--- config.mk ---
export PLATFORM = sky130hd
export DESIGN_NAME = pc_seq
export DESIGN_NICKNAME = d
export VERILOG_FILES = /design/src/rtl/pc_seq.sv
export SDC_FILE = /design/constraint.sdc
export NUM_CORES = 1
export LEC_CHECK = 0
export ABC_AREA = 1
export CAP_MARGIN = 30
export CORE_ASPECT_RATIO = 1.5
export CORE_MARGIN = 5
export CORE_UTILIZATION = 47
export DETAILED_ROUTE_END_ITERATION = 7
export GPL_ROUTABILITY_DRIVEN = 0
export PLACE_DENSITY = 0.84
export SYNTH_ARGS = -nofsm -noshare
export SYNTH_HDL_FRONTEND = slang
export SYNTH_SLANG_ARGS = --single-unit
--- constraint.sdc ---
create_clock -name clk -period 2.2 [get_ports clk]
set_clock_uncertainty 0.15 [all_clocks]
set_input_delay 0.55 -clock clk [delete_from_list [all_inputs] [get_ports clk]]
set_output_delay 0.55 -clock clk [all_outputs]
set_load 0.03 [all_outputs]
--- src/rtl/pc_seq.sv ---
// pc_seq: microinstruction cycle sequencer driving PC source select, trap force and FETCH strobe.
// Define PC_SEQ_FETCH_COUNT_EN to build the 32-bit FETCH cycle counter on fetch_count.
module pc_seq #(
  parameter int unsigned WAIT_TIMEOUT = 255
) (
  input  logic        clk,
  input  logic        reset,
  input  logic        run,
  input  logic        halt_req,
  input  logic        step,
  input  logic        trap_req,
  input  logic        popj,
  input  logic        jump_take,
  input  logic        dispatch,
  input  logic        mem_wait,
  output logic        state_decode,
  output logic        state_read,
  output logic        state_alu,
  output logic        state_write,
  output logic        state_fetch,
  output logic        pcs1,
  output logic        pcs0,
  output logic        trap,
  output logic        spc_pop,
  output logic        halted,
  output logic        trap_pending,
  output logic [31:0] fetch_count
);

  localparam int unsigned CntW = (WAIT_TIMEOUT > 0) ? $clog2(WAIT_TIMEOUT + 1) : 1;
  // Counter value on the wait cycle that makes it reach WAIT_TIMEOUT.
  localparam logic [CntW-1:0] HitVal = (WAIT_TIMEOUT > 0) ? CntW'(WAIT_TIMEOUT - 1) : '0;

  typedef enum logic [5:0] {
    StHalted = 6'b000001,
    StDecode = 6'b000010,
    StRead   = 6'b000100,
    StAlu    = 6'b001000,
    StWrite  = 6'b010000,
    StFetch  = 6'b100000
  } state_e;

  state_e          state_q;
  logic            halt_seen_q;
  logic            step_one_q;
  logic            trap_pending_q;
  logic [CntW-1:0] wait_cnt_q;
  logic [1:0]      pcs_q;
  logic            trap_q;
  logic            spc_pop_q;

  logic wait_hit;
  logic trap_set;
  logic trap_take;
  logic halt_now;

  assign wait_hit  = (WAIT_TIMEOUT != 0) && (state_q == StWrite) && mem_wait &&
                     (wait_cnt_q == HitVal);
  assign trap_set  = trap_req || wait_hit;
  assign trap_take = trap_pending_q || trap_set;
  assign halt_now  = halt_seen_q || halt_req || !run || step_one_q;

  always_ff @(posedge clk or negedge reset) begin
    if (!reset) begin
      state_q        <= StHalted;
      halt_seen_q    <= 1'b0;
      step_one_q     <= 1'b0;
      trap_pending_q <= 1'b0;
      wait_cnt_q     <= '0;
      pcs_q          <= 2'b11;
      trap_q         <= 1'b0;
      spc_pop_q      <= 1'b0;
    end else begin
      // A trap serviced by this FETCH clears; a new request in the same cycle re-arms it.
      trap_pending_q <= trap_set || (trap_pending_q && !((state_q == StFetch) && trap_q));

      if ((state_q == StWrite) && mem_wait) begin
        if (wait_cnt_q != '1) wait_cnt_q <= wait_cnt_q + 1'b1;
      end else begin
        wait_cnt_q <= '0;
      end

      pcs_q     <= 2'b11;
      trap_q    <= 1'b0;
      spc_pop_q <= 1'b0;

      if ((state_q != StHalted) && halt_req) halt_seen_q <= 1'b1;

      unique case (state_q)
        StHalted: begin
          if (run && !halt_req) begin
            state_q    <= StDecode;
            step_one_q <= 1'b0;
          end else if (step) begin
            state_q    <= StDecode;
            step_one_q <= 1'b1;
          end
        end
        StDecode: state_q <= StRead;
        StRead:   state_q <= StAlu;
        StAlu:    state_q <= StWrite;
        StWrite: begin
          if (!mem_wait) begin
            state_q <= StFetch;
            if (trap_take) begin
              trap_q <= 1'b1;
            end else if (popj) begin
              pcs_q     <= 2'b00;
              spc_pop_q <= 1'b1;
            end else if (jump_take) begin
              pcs_q <= 2'b01;
            end else if (dispatch) begin
              pcs_q <= 2'b10;
            end
          end
        end
        StFetch: begin
          if (halt_now) begin
            state_q     <= StHalted;
            halt_seen_q <= 1'b0;
            step_one_q  <= 1'b0;
          end else begin
            state_q <= StDecode;
          end
        end
        default: state_q <= StHalted;
      endcase
    end
  end

  assign halted       = state_q[0];
  assign state_decode = state_q[1];
  assign state_read   = state_q[2];
  assign state_alu    = state_q[3];
  assign state_write  = state_q[4];
  assign state_fetch  = state_q[5];
  assign pcs1         = pcs_q[1];
  assign pcs0         = pcs_q[0];
  assign trap         = trap_q;
  assign spc_pop      = spc_pop_q;
  assign trap_pending = trap_pending_q;

`ifdef PC_SEQ_FETCH_COUNT_EN
  logic [31:0] fetch_count_q;

  always_ff @(posedge clk or negedge reset) begin
    if (!reset) begin
      fetch_count_q <= '0;
    end else if (state_q == StFetch) begin
      fetch_count_q <= fetch_count_q + 32'd1;
    end
  end

  assign fetch_count = fetch_count_q;
`else
  assign fetch_count = '0;
`endif

endmodule
==> out/results.txt <==
Buffers & Inverters on Critical Path: 1
DRC Markers: 0
Sequential share of the synthesized area: 37.3%
Startpoint Class: flip-flop
Crit path time final: 2.14 ns
DIE WIDTH: 54.9 µm
Layout fillers: 310
Int Pwr: 0.000699 W
HP Class: flip-flop to flip-flop
Worst r2r src: wait_cnt_q[0]$_DFFE_PN0P_
FMAX: 0.467 GHz
Initial antenna violation count: 0
Final WS setup: 0.0564 ns
Starting Density: 48.7%
Yosys synthesis warning count: 0
Hold violation total from the final report: 0
DRT antenna net count: 0
Critical hold path startpoint: step_one_q$_DFFE_PN0P_
Crit-path max cell delay: 0.66 ns
Final hold slack: 0.340 ns
Synthesized cell area: 1420 µm²
Hold endpoint: step_one_q$_DFFE_PN0P_
Setup bufs post-CTS: 0
Vias in the first global route: 1112
Max cap viols: 0
Clk pwr share: 21.6%
Initial DRC Count: 23
Final setup fails: 0
CP required: 1.50 ns
H-tree depth: 1
Latest clock arrival within the worst-skew pair: 0.26 ns
Synthesis-to-layout area growth: 12.5%
Worst-path cell chain: clkdlybuf4s50_1
Dpl cells: 239
Comb pwr share: 37.6%
Gates resized, CTS repair: 1
Top cells by area, synth: dfrtp_1 32%, buf_4 17%, nor2_1 6.6%
FF-to-FF setup slack: 0.63 ns
Sink Count: 21
Switching part of the total: 40.6%
Largest net degree at the start of global routing: 22
Worst-path fanout max: 1
# hold bufs at CTS: 0
Critical Path End Type: output pin
Largest area contributor in the netlist: dfrtp_1
IO Port Bufs: 20
Final wirelength: 2.61 mm
Non-filler cells, final: 243
Crit Path Class: flip-flop to output pin
Core area: 2910 µm²
Levels on crit path: 1
Layout cells sized above 1: 10.8%
Outcome: finished clean
WL/cell: 10.7 µm
Seq pwr share: 40.7%
N_diodes: 0
Total global-route track usage: 13.5%
Die ar.: 4240 µm²
Hold Crit Depth: 2
Clock buffer depth: 2
CP max-delay cell: clkdlybuf4s50_1
Post-synth top area share: 31.7%
HPWL after detailed placement: 2.14 mm
Peak supply drop: 0.349 mV
Net switching power: 0.000478 W
Num CTS Buffers: 3
Synthesized area per cell: 7.88 µm²
Critical path data arrival time: 1.44 ns
Total number of vias: 1107
Setup TNS: 0 ns
Cells after Synth: 180
Nets: 217
Power Density: 737 nW/µm²
Num rows: 24
Post-synthesis register bit count: 21
Post-route clock period utilization: 97.4%
I/O pins: 53
Dpl ws: 0.244 ns
Die height: 77.3 µm
R2R depth: 7
GR Overflow Total: 0
Static Leak: 0.841 nW
Post-DR vias/cell: 4.56
Unrepaired setup endpoints after global routing: no
Max Transition Viols Final: 0
CTS clk-pin slew, worst paths: 0.08 ns
CTS tree: built
CP top delay family: buffers and inverters
RR Endpoint: wait_cnt_q[0]$_DFFE_PN0P_
Netlist cell types: 31
First-pass GRT wire length: 4.42 mm
Root Driver: clkbuf_8
DR pass1 iterations: 4
## state kept, by name, summed over array words and instances (netlist names)
name          cells
halt_seen_q       1
pcs_q             2
spc_pop           1
state_q           6
step_one_q        1
trap              1
trap_pending      1
wait_cnt_q        8
## how the worst max path moves through the flow
stage | from | slack (ns) | to
final | pcs_q[0]$_DFF_PN1_ | 0.06 | pcs0
after global routing | pcs_q[1]$_DFF_PN1_ | 0.02 | pcs1
after CTS | pcs_q[0]$_DFF_PN1_ | 0.05 | pcs0
after detailed placement | state_q[0]$_DFFE_PN1P_ | 0.24 | halted
after global placement | state_q[0]$_DFFE_PN1P_ | 0.26 | halted
after floorplan | state_q[0]$_DFFE_PN1P_ | 0.72 | step_one_q$_DFFE_PN0P_
## layer usage
metal / vias to the layer above / wire [µm] / part of all wire, % / global-route usage [%]
met2: 30 / 1450 / 56 / 24.3
li1: 548 / - / - / -
met4: 0 / 36 / 1.4 / 5.24
met1: 525 / 975 / 37 / 14.9
met3: 4 / 141 / 5.4 / 1.74
met5: - / 0 / 0 / 0
## area by class of cell
class,instances,area (µm²),area share [%]
clock inverters,1,5.00,0.313
multi-input cells,132,663,41.5
flip-flops and latches,21,529,33.2
repair buffers,21,206,12.9
well taps,39,48.8,3.06
clock buffers,3,41.3,2.59
inverters,26,103,6.43
## synthesized netlist by cell type
cell,n
o211a_1,1
nand4_1,4
conb_1,1
or2_0,1
o21ai_0,3
dfstp_2,3
nor3_1,1
nand2_1,24
buf_4,32
nor2_4,3
nor2_1,25
dfrtp_1,18
nor2_8,1
a21oi_1,4
a21oi_2,2
nand2_4,2
inv_1,22
a31oi_1,1
nor3_2,1
clkinv_1,1
o21bai_1,2
clkinv_4,1
nor4_1,2
nand3_1,15
o21ai_1,1
ha_1,2
xnor2_1,1
and2_1,1
a21o_1,1
nand2_2,2
inv_2,2
## through the flow
| step | cell area, µm² | utilization [%] | total power (W) |
|---|---|---|---|
| finish | 1600 | 54.8 | 0.00118 |
| global route | 1600 | 54.8 | 0.00125 |
| CTS | 1600 | 54.8 | 0.00118 |
| detailed placement | 1550 | 53.3 | 0.000938 |
| global placement | 1550 | 53.3 | 0.000929 |
| floorplan | 1540 | - | 0.000858 |
## cell usage in the layout (no fill, tap or decap), drive strengths merged
master,instances
dfstp,3
a21o,1
inv,24
nor3,2
clkinv,3
o21bai,2
nor4,2
dlygate4sd2,1
xnor2,1
or2,1
clkbuf,3
o21ai,4
nand4,4
and2,1
nor2,29
o211a,1
nand2,28
nand3,15
ha,2
a31oi,1
conb,32
a21oi,6
clkdlybuf4s50,19
buf,1
dfrtp,18
## cells by family (layout without fill, tap and decap cells)
| kind of cell | count (synthesis) | count (layout) | synth area share (%) |
|---|---|---|---|
| AND/OR/NAND/NOR | 82 | 82 | 29.1 |
| AO/OA/AOI/OAI | 15 | 15 | 6.79 |
| flip-flops | 21 | 21 | 37.3 |
| adder cells (fa/ha/maj) | 2 | 2 | 1.76 |
| other | 1 | 32 | 0.264 |
| XOR/XNOR | 1 | 1 | 0.617 |
| buffers and inverters | 58 | 51 | 24.2 |
## power groups by stage
stage | clock (W) | combinational [W] | sequential [W]
after floorplan | 0 | 0.000320 | 0.000538
after global placement | 0 | 0.000444 | 0.000485
after detailed placement | 0 | 0.000450 | 0.000488
after CTS | 0.000258 | 0.000445 | 0.000479
after global routing | 0.000275 | 0.000489 | 0.000486
final | 0.000255 | 0.000443 | 0.000480
Power figures use the tool's default switching activity.
